File: src/rtl/serial_frame_tx_if.sv
// Handshake and serial-line bundle for serial_frame_tx.
//   data_in : word to transmit (sampled at the accept edge)
//   valid   : upstream has a word on data_in
//   ready   : transmitter can accept a word this cycle
//   out     : serial line, idles high
//   busy    : frame in progress (always ~ready)
//   done    : one-cycle pulse when a frame completes
// master = word source, slave = transmitter.
interface serial_frame_tx_if #(
    parameter int WIDTH = 8
);
    logic [WIDTH-1:0] data_in;
    logic             valid;
    logic             ready;
    logic             out;
    logic             busy;
    logic             done;

    modport master (
        output data_in, valid,
        input  ready, out, busy, done
    );

    modport slave (
        input  data_in, valid,
        output ready, out, busy, done
    );
endinterface

File: src/rtl/serial_frame_tx.sv
// Parallel-to-serial frame transmitter.
// Frame on tx.out: start (0), WIDTH data bits LSB first, optional parity,
// stop (1); each bit held CLKS_PER_BIT cycles. All outputs are registered.
// Ports:
//   clk   : system clock, all state changes on posedge
//   reset : asynchronous, active-high
//   tx    : slave side of serial_frame_tx_if (data_in/valid in,
//           ready/out/busy/done out)
//
// state    | meaning
// ---------+---------------------------------------------
// S_IDLE   | line high, ready for a word
// S_START  | driving start bit (0)
// S_DATA   | driving shift_q[0], bit index in bit_q
// S_PARITY | driving the parity bit latched at accept
// S_STOP   | driving stop bit (1); done pulses as it ends
module serial_frame_tx #(
    parameter int WIDTH        = 8,
    parameter int CLKS_PER_BIT = 4,
    parameter int PARITY_EN    = 1,
    parameter int PARITY_ODD   = 0
) (
    input  logic               clk,
    input  logic               reset,
    serial_frame_tx_if.slave   tx
);

    localparam int CW = (CLKS_PER_BIT > 1) ? $clog2(CLKS_PER_BIT) : 1;
    localparam int BW = (WIDTH > 1) ? $clog2(WIDTH) : 1;
    localparam logic [CW-1:0] CYC_LAST = CW'(CLKS_PER_BIT - 1);
    localparam logic [BW-1:0] BIT_LAST = BW'(WIDTH - 1);

    localparam logic [2:0] S_IDLE   = 3'd0;
    localparam logic [2:0] S_START  = 3'd1;
    localparam logic [2:0] S_DATA   = 3'd2;
    localparam logic [2:0] S_PARITY = 3'd3;
    localparam logic [2:0] S_STOP   = 3'd4;

    logic [2:0]       state_q, state_d;
    logic [CW-1:0]    cyc_q, cyc_d;
    logic [BW-1:0]    bit_q, bit_d;
    logic [WIDTH-1:0] shift_q, shift_d;
    logic             par_q, par_d;
    logic             out_q, out_d;
    logic             ready_q, ready_d;
    logic             done_q, done_d;
    logic             bit_end;

    // The output registers are loaded with the value of the bit that starts
    // on this edge, so out changes exactly on bit boundaries with no
    // combinational path from the inputs.
    always_comb begin
        state_d = state_q;
        cyc_d   = cyc_q;
        bit_d   = bit_q;
        shift_d = shift_q;
        par_d   = par_q;
        out_d   = out_q;
        ready_d = ready_q;
        done_d  = 1'b0;
        bit_end = (cyc_q == CYC_LAST);

        case (state_q)
            S_IDLE: begin
                out_d   = 1'b1;
                ready_d = 1'b1;
                cyc_d   = '0;
                bit_d   = '0;
                if (tx.valid) begin
                    shift_d = tx.data_in;
                    par_d   = (^tx.data_in) ^ (PARITY_ODD != 0);
                    state_d = S_START;
                    out_d   = 1'b0;
                    ready_d = 1'b0;
                end
            end
            S_START: begin
                if (bit_end) begin
                    cyc_d   = '0;
                    bit_d   = '0;
                    state_d = S_DATA;
                    out_d   = shift_q[0];
                end else begin
                    cyc_d = cyc_q + 1'b1;
                end
            end
            S_DATA: begin
                if (bit_end) begin
                    cyc_d   = '0;
                    shift_d = shift_q >> 1;
                    if (bit_q == BIT_LAST) begin
                        if (PARITY_EN != 0) begin
                            state_d = S_PARITY;
                            out_d   = par_q;
                        end else begin
                            state_d = S_STOP;
                            out_d   = 1'b1;
                        end
                    end else begin
                        bit_d = bit_q + 1'b1;
                        out_d = shift_d[0];
                    end
                end else begin
                    cyc_d = cyc_q + 1'b1;
                end
            end
            S_PARITY: begin
                if (bit_end) begin
                    cyc_d   = '0;
                    state_d = S_STOP;
                    out_d   = 1'b1;
                end else begin
                    cyc_d = cyc_q + 1'b1;
                end
            end
            S_STOP: begin
                if (bit_end) begin
                    cyc_d   = '0;
                    state_d = S_IDLE;
                    out_d   = 1'b1;
                    ready_d = 1'b1;
                    done_d  = 1'b1;
                end else begin
                    cyc_d = cyc_q + 1'b1;
                end
            end
            default: begin
                state_d = S_IDLE;
                cyc_d   = '0;
                bit_d   = '0;
                out_d   = 1'b1;
                ready_d = 1'b1;
            end
        endcase
    end

    always_ff @(posedge clk or posedge reset) begin
        if (reset) begin
            state_q <= S_IDLE;
            cyc_q   <= '0;
            bit_q   <= '0;
            shift_q <= '0;
            par_q   <= 1'b0;
            out_q   <= 1'b1;
            ready_q <= 1'b1;
            done_q  <= 1'b0;
        end else begin
            state_q <= state_d;
            cyc_q   <= cyc_d;
            bit_q   <= bit_d;
            shift_q <= shift_d;
            par_q   <= par_d;
            out_q   <= out_d;
            ready_q <= ready_d;
            done_q  <= done_d;
        end
    end

    assign tx.out   = out_q;
    assign tx.ready = ready_q;
    assign tx.busy  = ~ready_q;
    assign tx.done  = done_q;

endmodule

File: src/flat_wrapper.sv
// flat-port wrapper written by rule: the top's interface ports become plain ports
module serial_frame_tx_flat 
#(
    parameter int WIDTH        = 8,
    parameter int CLKS_PER_BIT = 4,
    parameter int PARITY_EN    = 1,
    parameter int PARITY_ODD   = 0
)
  (clk, reset, tx_data_in, tx_valid, tx_ready, tx_out, tx_busy, tx_done);
  serial_frame_tx_if #(.WIDTH(WIDTH)) tx_i ();
  input  logic clk;
  input  logic reset;
  input wire logic [$bits(tx_i.data_in)-1:0] tx_data_in;
  input wire logic [$bits(tx_i.valid)-1:0] tx_valid;
  output wire logic [$bits(tx_i.ready)-1:0] tx_ready;
  output wire logic [$bits(tx_i.out)-1:0] tx_out;
  output wire logic [$bits(tx_i.busy)-1:0] tx_busy;
  output wire logic [$bits(tx_i.done)-1:0] tx_done;
  assign tx_i.data_in = tx_data_in;
  assign tx_i.valid = tx_valid;
  assign tx_ready = tx_i.ready;
  assign tx_out = tx_i.out;
  assign tx_busy = tx_i.busy;
  assign tx_done = tx_i.done;
  serial_frame_tx #(.WIDTH(WIDTH), .CLKS_PER_BIT(CLKS_PER_BIT), .PARITY_EN(PARITY_EN), .PARITY_ODD(PARITY_ODD)) u_core (.clk(clk), .reset(reset), .tx(tx_i));
endmodule
File: config.mk
export PLATFORM = sky130hd
export DESIGN_NAME = serial_frame_tx_flat
export DESIGN_NICKNAME = d
export VERILOG_FILES = /design/src/rtl/serial_frame_tx_if.sv /design/src/rtl/serial_frame_tx.sv /design/src/flat_wrapper.sv
export SDC_FILE = /design/constraint.sdc
export NUM_CORES = 1
export LEC_CHECK = 0
export CAP_MARGIN = 10
export CORE_MARGIN = 2
export CORE_UTILIZATION = 48
export CTS_CLUSTER_SIZE = 30
export DETAILED_ROUTE_END_ITERATION = 10
export GPL_ROUTABILITY_DRIVEN = 1
export PLACE_DENSITY_LB_ADDON = 0.12
export SYNTH_ARGS = -nofsm -noshare
export SYNTH_HDL_FRONTEND = slang
export SYNTH_SLANG_ARGS = --single-unit
export TNS_END_PERCENT = 50
File: constraint.sdc
create_clock -name clk -period 1.6 [get_ports clk]
set_input_delay 0.48 -clock clk [delete_from_list [all_inputs] [get_ports clk]]
set_output_delay 0.48 -clock clk [all_outputs]
set_load 0.05 [all_outputs]
==> metrics.log, run 1 <==
[metrics] crit-path cells: ha_2, ha_4, or2b_1, o22ai_2, o21ai_2, mux2_4
[metrics] type of element launching the critical path: register
[metrics] die width: 52.36 um
[metrics] number of enable flip-flop cells after synthesis: 0
[metrics] Crit path required time: 1.80 ns
[metrics] sw frac: 31.23%
[metrics] # Max-Cap Violations: 0
[metrics] pin count of the biggest net entering global routing: 21
[metrics] Flop pwr share: 46.9%
[metrics] synthesis-to-finish area growth: 29.21%
[metrics] reg-to-reg endpoint: u_core.bit_q[0]
[metrics] Final HPWL DP: 1.555 mm
[metrics] routed wire length per instance: 13.10 um
[metrics] insertion delay to the later sink of the worst-skew pair: 0.30 ns
[metrics] Post-Synthesis Net Count: 119
[metrics] switching power total: 421.7 uW
[metrics] Hold Path Sink: u_core.cyc_q[0]
[metrics] static power due to leakage: 0.0006433 uW
[metrics] R2R cell count: 6
[metrics] run status: completed
[metrics] diode insertion count for antenna repair: 0
[metrics] worst-case hold slack: 0.4549 ns
[metrics] critical path class: register to register
[metrics] final cell area excluding filler cells: 1450 um^2
[metrics] Area contributors post-synth: dfrtp_1, mux2i_1, xnor2_1
[metrics] P_int: 928.6 uW
[metrics] number of different library cells in the post-synthesis netlist: 37
[metrics] longest individual stage delay on the worst path: 0.40 ns
[metrics] dpl cell area: 1350 um^2
[metrics] most area-hungry cell type in the Yosys netlist: dfrtp_1
[metrics] Max-Slew Margin vs Limit: 70.76%
[metrics] top fanout value on the critical path: 3
[metrics] sequential share of the synthesized area: 44.82%
[metrics] overflow left after global routing: 0
[metrics] PortBufs: 14
[metrics] clock input transition at the sequential cells of the worst setup and hold paths: 0.11 ns
[metrics] Post-Route Skew: 0.006100 ns
[metrics] clock network fraction of total power: 21.7%
[metrics] wire length of the first global-routing pass: 3.622 mm
[metrics] Slew Limit Fails: 0
[metrics] crit path max-delay cell type: dfrtp_1
[metrics] final critical-path share of the clock period: 99.83%
[metrics] Synth top cells by count: dfrtp_1, nand2_1, mux2i_1, xnor2_1
[metrics] average via count per standard cell: 5.145
[metrics] worst path bufs/invs: 0
[metrics] post-synthesis async set-or-reset flop share: 100.0%
[metrics] fraction of layout instances using a drive strength above 1: 30.53%
[metrics] via count: 818
[metrics] Least-Margin Pin Slew: 0.4386 ns
[metrics] global-route usage over all layers: 17.96%
[metrics] number of antenna violations at the first check in global routing: 0
[metrics] CORE AREA: 2212 um^2
[metrics] share of Yosys cell area claimed by the top area cell type: 40.13%
[metrics] cell area after synthesis: 1122 um^2
[metrics] Setup WS post-layout: 0.002781 ns
[metrics] # H-tree levels: 1
[metrics] placement-stage worst setup slack: -0.1790 ns
[metrics] worst r2r src: u_core.bit_q[1]
[metrics] Clock Sinks: 20
[metrics] Max Buffers Root-to-Sink: 2
[metrics] beginning of the critical path: u_core.bit_q[1]
[metrics] Worst IR Drop VDD: 0.0007499 V
[metrics] post-synthesis sequential element count: 20
[metrics] hold path startpoint: u_core.cyc_q[0]
[metrics] final routed wirelength across all metal layers: 2.083 mm
[metrics] Core Rows: 17
[metrics] clock root buffer: clkbuf_4
[metrics] Syn. warnings: 0
[metrics] die extent in y: 52.36 um
[metrics] final cell utilization of the core: 65.55%
[metrics] DRC marker count from the first detailed-route iteration: 7
[metrics] Critical Path End Type: register
[metrics] final net count: 146
[metrics] via count of the first global-routing pass: 839
[metrics] number of setup violations in the final report: 0
[metrics] Top Family by Delay on Critical Path: flip-flops
[metrics] arrival time of data at the critical path endpoint: 1.80 ns
[metrics] P per Cell Area: 931.2 nW/um^2
[metrics] power share of the combinational group: 31.5%
[metrics] Boundary Pins: 15
[metrics] post-layout minimum cycle time: 1.597 ns
[metrics] most common cell in the netlist: dfrtp_1
[metrics] Die Outline Area: 2741 um^2
[metrics] number of routed nets with antenna violations: 0
[metrics] number of buffers created by CTS: 3
[metrics] unrepaired setup endpoints after global routing: yes
[metrics] Pre-antenna DRT Iters: 3
[metrics] setup slack of the most critical reg-to-reg path: 0.003 ns
[metrics] placer's final routability congestion estimate: 0.7965
[metrics] number of hold violations in the final report: 0
[metrics] worst min path class: register to register
[metrics] post-synthesis cell count: 105
[metrics] DRC violations left: 0
[metrics] clock tree from TritonCTS: yes
[metrics] synthesized area per cell: 10.69 um^2
[metrics] maximum clock frequency: 0.6261 GHz
[metrics] effective utilization at floorplan: 50.74%
[metrics] commonest register cell after synthesis: dfrtp_1
[metrics] cts hold-fix bufs: 0
[metrics] worst hold stages: 1
==> worst max-delay path by stage <==
stage | to | cells after the start
floorplan | u_core.bit_q[0] | 6
global placement | u_core.shift_q[4] | 5
detailed placement | u_core.shift_q[4] | 5
CTS | u_core.bit_q[0] | 6
global route | u_core.bit_q[0] | 6
finish | u_core.bit_q[0] | 6
==> per-stage QoR <==
step / setup TNS, ns / power (uW) / instances
4_1_cts: -0.01906 / 1369 / 157
5_1_grt: -0.07244 / 1438 / 159
3_3_place_gp: -1.334 / 1036 / 152
3_5_place_dp: -1.630 / 1050 / 152
6_report: 0 / 1350 / 159
2_1_floorplan: 0 / 919.5 / 105
==> sequential cells by signal, indices dropped and copies added, names as in the netlist <==
signal	flops
u_core.cyc_q	2
u_core.state_q	3
u_core.tx.out	1
u_core.bit_q	3
u_core.tx.done	1
u_core.tx.ready	1
u_core.par_q	1
u_core.shift_q	8
==> layout by cell type (no fill, tap or decap), types with 2 or more instances in the layout <==
cell type / count
a21oi_1: 3
a22o_1: 2
buf_12: 3
buf_4: 14
clkbuf_4: 3
clkdlybuf4s50_1: 10
dfrtp_1: 18
dfstp_2: 2
ha_2: 2
inv_1: 3
mux2i_1: 8
nand2_1: 13
nand3_1: 2
nor2_1: 6
o21ai_1: 5
o21ai_2: 4
xnor2_1: 7
xor2_1: 2
==> worst register-to-register path: stages, from the launching register on <==
cell     delay (ns)
dfrtp_1        0.40
ha_2           0.20
ha_4           0.16
or2b_1         0.23
o22ai_2        0.16
o21ai_2        0.09
mux2_4         0.26
==> cell type report <==
class                   count  area [um^2]
fillers                   190        762.0
multi-input cells          75        584.3
flip-flops and latches     20        503.0
repair buffers             28        276.5
clock buffers               4        36.28
well taps                  28        35.03
inverters                   4        15.01
==> cell families (layout without fill, tap and decap cells) <==
logic type,after synthesis,after routing,share of synthesized area (%)
AOI/OAI and AO/OA,22,22,14.05
xor gates and xnor gates,9,9,7.024
adders and majority gates,3,3,3.345
buffers and inverters,10,36,6.465
DFF,20,20,44.82
muxes,9,9,8.138
and+or+nand+nor,32,32,16.17
==> power groups by stage <==
stage                     Clock [uW]  Sequential (uW)  Combinational (uW)
after floorplan                    0              645                 275
after global placement             0              636                 400
after detailed placement           0              640                 411
after CTS                        315              630                 424
after global routing             329              640                 469
final                            292              633                 425
==> routing by layer <==
metal | share of wire [%] | vias up | routed length, um | track usage (%)
li1 | - | 417 | - | -
met1 | 47 | 389 | 980 | 22.45
met5 | 0 | - | 0 | 0
met2 | 49 | 8 | 1022 | 29.79
met3 | 2.2 | 4 | 45 | 3.143
met4 | 1.6 | 0 | 34 | 8.547
==> timing repair <==
item,in CTS,in global routing
buffers inserted,1,2
pin swaps,1,4
gates resized for setup,6,4
endpoints found under the setup margin,5,12
(Power assumes the default switching activity.)
==> inputs of run 2 (changes only) <==
--- a/config.mk
+++ b/config.mk
@@ -8,6 +8,7 @@
 export CAP_MARGIN = 10
 export CORE_MARGIN = 2
 export CORE_UTILIZATION = 48
+export CTS_CLUSTER_DIAMETER = 120
 export CTS_CLUSTER_SIZE = 30
 export DETAILED_ROUTE_END_ITERATION = 10
 export GPL_ROUTABILITY_DRIVEN = 1
==> results of run 2 <==
Same layout as run 1: the final DEF is identical, and so are final timing and power.
